$ cat config.mk
export PLATFORM = sky130hd
export DESIGN_NAME = serial_subtractor
export DESIGN_NICKNAME = d
export VERILOG_FILES = /design/src/rtl/serial_subtractor_pkg.sv /design/src/rtl/full_subtractor_1bit.sv /design/src/rtl/serial_subtractor.sv
export SDC_FILE = /design/constraint.sdc
export NUM_CORES = 1
export LEC_CHECK = 0
export CAP_MARGIN = 0
export CORE_MARGIN = 2
export CORE_UTILIZATION = 30
export DETAILED_ROUTE_END_ITERATION = 10
export PLACE_DENSITY = 0.47
export REMOVE_ABC_BUFFERS = 1
export SLEW_MARGIN = 10
export SYNTH_ARGS = -nofsm -noshare
export SYNTH_HDL_FRONTEND = slang
export SYNTH_HIERARCHICAL = 1
export SYNTH_SLANG_ARGS = --single-unit
$ cat constraint.sdc
create_clock -name clk -period 2.8 [get_ports clk]
set_input_delay 0.42 -clock clk [delete_from_list [all_inputs] [get_ports clk]]
set_output_delay 0.42 -clock clk [all_outputs]
set_load 0.005 [all_outputs]
$ cat src/rtl/serial_subtractor_pkg.sv
`default_nettype none
// ============================================================
// serial_subtractor_pkg: shared state encoding and default width
// Rev 1.0
// ============================================================
package serial_subtractor_pkg;

  localparam int DEFAULT_WIDTH = 4;

  localparam logic [1:0] S_IDLE = 2'd0;
  localparam logic [1:0] S_RUN  = 2'd1;
  localparam logic [1:0] S_DONE = 2'd2;

endpackage
`default_nettype wire

$ cat src/rtl/full_subtractor_1bit.sv
`default_nettype none
// ============================================================
// full_subtractor_1bit: combinational d = a - b - bin with borrow-out
// Rev 1.0
// ============================================================
module full_subtractor_1bit (
  input  logic a,
  input  logic b,
  input  logic bin,
  output logic d,
  output logic bout
);

  assign d    = a ^ b ^ bin;
  assign bout = (~a & b) | (~(a ^ b) & bin);

endmodule
`default_nettype wire

$ cat src/rtl/serial_subtractor.sv
`default_nettype none
// ============================================================
// serial_subtractor: bit-serial Diff = A - B - Bin, LSB first
// Rev 1.0
// ============================================================
module serial_subtractor
  import serial_subtractor_pkg::*;
#(
  parameter int WIDTH = DEFAULT_WIDTH
) (
  input  logic             clk,
  input  logic             rst_n,
  input  logic             start,
  input  logic [WIDTH-1:0] A,
  input  logic [WIDTH-1:0] B,
  input  logic             Bin,
  output logic             busy,
  output logic             done,
  output logic [WIDTH-1:0] Diff,
  output logic             Bout
);

  localparam int CNT_W = $clog2(WIDTH + 1);

  logic [1:0]       state;
  logic [1:0]       state_next;
  logic [WIDTH-1:0] sa;
  logic [WIDTH-1:0] sb;
  logic [WIDTH-1:0] sd;
  logic             br;
  logic [CNT_W-1:0] cnt;
  logic [CNT_W-1:0] cnt_next;
  logic             accept;
  logic             last_bit;
  logic             d_bit;
  logic             borrow_next;

  full_subtractor_1bit u_fs (
    .a    (sa[0]),
    .b    (sb[0]),
    .bin  (br),
    .d    (d_bit),
    .bout (borrow_next)
  );

  // DONE accepts a new start just like IDLE, enabling back-to-back issue
  assign accept   = start && ((state == S_IDLE) || (state == S_DONE));
  assign cnt_next = cnt + CNT_W'(1);
  assign last_bit = (state == S_RUN) && (cnt_next == CNT_W'(WIDTH));

  always_ff @(posedge clk or negedge rst_n) begin
    if (!rst_n) begin
      state <= S_IDLE;
    end else begin
      state <= state_next;
    end
  end

  always_comb begin
    state_next = state;
    case (state)
      S_IDLE:  state_next = start ? S_RUN : S_IDLE;
      S_RUN:   state_next = last_bit ? S_DONE : S_RUN;
      S_DONE:  state_next = start ? S_RUN : S_IDLE;
      default: state_next = S_IDLE;
    endcase
  end

  always_comb begin
    busy = (state == S_RUN);
    done = (state == S_DONE);
  end

  always_ff @(posedge clk or negedge rst_n) begin
    if (!rst_n) begin
      sa   <= '0;
      sb   <= '0;
      sd   <= '0;
      br   <= 1'b0;
      cnt  <= '0;
      Diff <= '0;
      Bout <= 1'b0;
    end else if (accept) begin
      sa  <= A;
      sb  <= B;
      br  <= Bin;
      cnt <= '0;
    end else if (state == S_RUN) begin
      sa  <= sa >> 1;
      sb  <= sb >> 1;
      br  <= borrow_next;
      sd  <= {d_bit, sd[WIDTH-1:1]};
      cnt <= cnt_next;
      // Results are published only here, so partial bits never reach Diff
      if (last_bit) begin
        Diff <= {d_bit, sd[WIDTH-1:1]};
        Bout <= borrow_next;
      end
    end
  end

endmodule
`default_nettype wire

Word level (Yosys, flattened, before mapping). Index checks and enable logic that the tools add are counted.

Latch bits: 0. Bits of input ports: 12. Memories: 0. Memory bits (writable): 0. Register bits after elaboration: 23. ROM bits: 0.

Bitwise gates (word level): 8. Mux-type cells: 11. Magnitude comparators: 0. Reductions and logical operators: 8. Shift-type cells: 0. Equality and inequality tests: 3. Multiply operators: 0. Div/mod/pow operators: 0. Add/sub/neg operators: 1.

Operator list (count): $mux W4 (4); $mux W3 (2); $pmux W2 S2 (1); $add A3 B1 Y3 const B (1); $eq A3 B3 Y1 const B (1); $mux W1 (3); $not A1 Y1 (3); $reduce_and A3 Y1 (1); $and A1 B1 Y1 (2); $eq A2 B1 Y1 const B (1); $eq A2 B2 Y1 const B (1); $logic_and A1 B1 Y1 (2); $logic_not A2 Y1 (1); $mux W2 (1); $reduce_and A2 Y1 (1); $reduce_bool A2 Y1 (1); $reduce_or A2 Y1 (1); $xor A1 B1 Y1 (2); $logic_or A1 B1 Y1 (1); $or A1 B1 Y1 (1).

Longest topological paths before layout.
Word-level depth: 6. Mapped depth: 6. Depth with buffers taken out: 5.

Modules after synthesis. The synthesis kept the hierarchy.

By module, submodules not included: serial_subtractor (instances 1, cells each 91, sequential area each 550.5 um^2, area an instance 1042.2 um^2); full_subtractor_1bit (instances 1, cells each 4, sequential area each 0.0 um^2, area an instance 31.3 um^2).

Worst setup path after synthesis. No wires, ideal clock.

Kind: register to register. Start: register cnt[0]. End: register Bout. Data arrival time: 1.213 ns. Period minus slack after synthesis: 1.338 ns. Library setup time: 0.125 ns. Stages on the path, launching flop included: 5. Buffers on the path: 0. Path slack: 1.462 ns. Path through: dfrtp_1 ha_1 ha_1 nand2_8 mux2_4.

Cells in the longest elaborated chain, start to end: 4.

RTL lines: start, declared (RTL line serial_subtractor.sv:31) `logic [CNT_W-1:0] cnt;`; start signal, assigned (RTL line serial_subtractor.sv:93) `cnt <= cnt_next;`; $add A3 B1 Y3 (RTL line serial_subtractor.sv:48) `assign cnt_next = cnt + CNT_W'(1);`; $eq A3 B3 Y1 (RTL line serial_subtractor.sv:49) `assign last_bit = (state == S_RUN) && (cnt_next == CNT_W'(WIDTH));`; $logic_and A1 B1 Y1 (RTL line serial_subtractor.sv:49); $reduce_and A3 Y1 (no source line); end signal, assigned (RTL line serial_subtractor.sv:97) `Bout <= borrow_next;`; end, declared (RTL line serial_subtractor.sv:20) `output logic Bout`.

Every way passes these cells. A chain may end at the register's enable or synchronous reset.

Final worst setup path.
Start: register state[0]. End: output busy.

Cells in the longest elaborated chain, start to end: 1.

RTL lines: start, declared (RTL line serial_subtractor.sv:25) `logic [1:0] state;`; start signal, assigned (RTL line serial_subtractor.sv:55) `state <= state_next;`; $eq A2 B1 Y1 (RTL line serial_subtractor.sv:70) `busy = (state == S_RUN);`; end, declared (RTL line serial_subtractor.sv:17) `output logic busy,`.

Every way passes these cells.

==> impl_metrics.ini <==
[cts]
cts_setup_buffers = 0
cts_tree = built
postCtsHoldBufs = 0
cts_buffers = 3
cts_sinks = 22
cts_root_buf = clkbuf_4
htreeDepth = 1
clock_latency_ns = 0.30
clk_pin_slew_worst_paths_ns = 0.13
ctsResizeCount = 0
clk_path_buf_depth = 2

[placed_design]
place_area_sq_mm = 0.00128
gp_congestion = 0.714
io_buffers = 18
pre_cts_slack_ns = 0.797
hpwl_mm = 1.43

[drt]
antenna_left = 0
wl_per_cell_microns = 12.2
viasPerCell = 4.57
drt_first_pass_iters = 3
drc = 0
drt_iter0_drc = 13
wirelength_mm = 1.94
num_vias = 726

[sta]
setup_tns_ns = 0
finalClockSkew_ns = 0.0125
maxSlewViolCount = 0
setup_violations = 0
rsz0062_at_grt = no
fmax_mhz = 447
post-route-min-period_ns = 2.24
finalCritPeriodShare_pct = 79.8
worstMarginPinSlew_ns = 0.506
final-hold-violation-count = 0
worst_slack_ns = 0.565
relSlewSlack_pct = 66.2

[critical_path]
r2r_slack_ns = 1.31
crit_family = flip-flops
crit_chain = nand2b_4 -> inv_12 -> clkdlybuf4s50_1
critPathMaxFanout = 16
critical_path_buf_inv_count = 2
r2r_end = Bout
r2r_cells = 4
arrival_ns = 1.82
worst_setup_path_end_kind = output port
critPathKind = flop to output port
critPathSlowestCell = dfrtp_1
reg2reg_from = state[0]
critPathLaunchType = flop
cp.required_ns = 2.38
cpPeakStageDelay_ns = 0.68

[worst_hold_path]
hp-class = primary input to asynchronous set/reset pin

[power_and_ir_drop]
ir_worst_vdd_mv = 0.481
power_leakage_nw = 0.592
power_density_mw_per_mm2 = 1120

[run]
cap_violations = 0

[cells_and_area]
finalInstanceArea_sq_mm = 0.00134
layout-drive-gt1-share_pct = 12.4
diodes = 0
fillers = 326
syn_to_final_growth_pct = 24.6
nets = 129

[floorplan]
core_area_sq_mm = 0.00339
chipWidth_microns = 63.8
rows = 21
start_util_pct = 31.7
ios = 19
die_h_microns = 63.8
dieArea_sq_mm = 0.00407

[logic_synthesis]
syn_area_per_cell_sq_um = 11.3
ys_types = 25
synth-seq-cells = 22
syn_area_sq_mm = 0.00107
synth_cells = 95
ys_seq_area_share_pct = 51.3
ys.warnings.count = 6

[global_route]
grt_max_degree = 23
first_global_vias = 746
grt_overflow_total = 0
grt.total_usage_pct = 11.0
grt_pass1_wl_mm = 3.51
antenna_found_initial = 0

[status]
status = complete, no violations
-- synth_stat cells, drive strengths merged --
master	count	area [sq um]
o21ai	3	15.0
nand2b	6	45.0
nand2	12	61.3
nor3	4	20.0
a21oi	3	15.0
inv	6	35.0
xnor2	1	8.76
o31ai	1	7.51
ha	2	25.0
a22o	2	17.5
nand3	1	5.00
buf	2	22.5
mux2i	3	30.0
fa	1	20.0
o22ai	4	25.0
nor2	5	18.8
clkbuf	3	11.3
a211oi	3	22.5
dfrtp	22	551
nor2b	5	31.3
mux2	6	86.3
-- per-layer routing --
metal / wire [microns] / GRT usage [%] / vias up / part of all wire [%]
met1: 965 / 14.8 / 355 / 50
met2: 878 / 17.2 / 12 / 45
met5: 0 / 0 / - / 0
met3: 79 / 2.46 / 2 / 4.1
met4: 15 / 4.08 / 0 / 0.77
li1: - / - / 357 / -
-- worst max path at each step --
stage / start / end / depth (start not counted)
floorplan: cnt[0] / Bout / 4
global placement: start / sa[3] / 4
detailed placement: start / sb[3] / 4
CTS: state[0] / busy / 3
global route: state[0] / busy / 3
finish: state[0] / busy / 3
-- per-stage QoR --
stage | hold WS [ns] | power (mW) | cells | utilization (%)
2_1_floorplan | 0.124 | 1.05 | 90 | -
3_5_place_dp | 0.485 | 1.28 | 155 | 37.9
5_1_grt | 0.456 | 1.64 | 159 | 39.5
3_3_place_gp | 0.474 | 1.26 | 155 | 37.9
4_1_cts | 0.442 | 1.52 | 159 | 39.5
6_report | 0.445 | 1.50 | 159 | 39.5
-- cell families after synthesis --
group	synth area share [%]
muxes	10.8
buffers and inverters	6.41
xor gates and xnor gates	0.816
and+or+nand+nor	16.9
AOI/OAI and AO/OA	9.56
DFF	51.3
adders and majority gates	4.20
-- cell type report --
cell class                 count  area, sq um  share of cell area [%]
clock buffer                   3         22.5                    1.68
clock inverter                 1         30.0                    2.25
inverter                       6         35.0                    2.62
multi-input combinational     62          454                    34.0
sequential                    22          551                    41.2
tap                           46         57.6                    4.30
timing repair buffer          19          188                    14.0
-- flip-flops by register name, indices dropped and copies added, names as in the netlist --
signal	flops
Bout	1
Diff	4
br	1
state	2
cnt	3
sd	3
sb	4
sa	4
-- cells in the final DEF (no fill, tap or decap), types with 4 or more instances in the layout --
cell type / n
dfrtp_1: 22
clkdlybuf4s50_1: 18
nand2_1: 11
inv_1: 5
nand2b_1: 5
nor2b_1: 5
nor2_1: 5
mux2_4: 5
o22ai_1: 4
nor3_1: 4
-- power by group --
group | internal, mW | total [mW] | leakage (nW) | switching, mW
logic | 0.363 | 0.659 | 0.294 | 0.296
clock network | 0.145 | 0.240 | 0.0279 | 0.0950
registers | 0.469 | 0.598 | 0.270 | 0.129
total | 0.977 | 1.50 | 0.592 | 0.520
(Power assumes the default switching activity.)
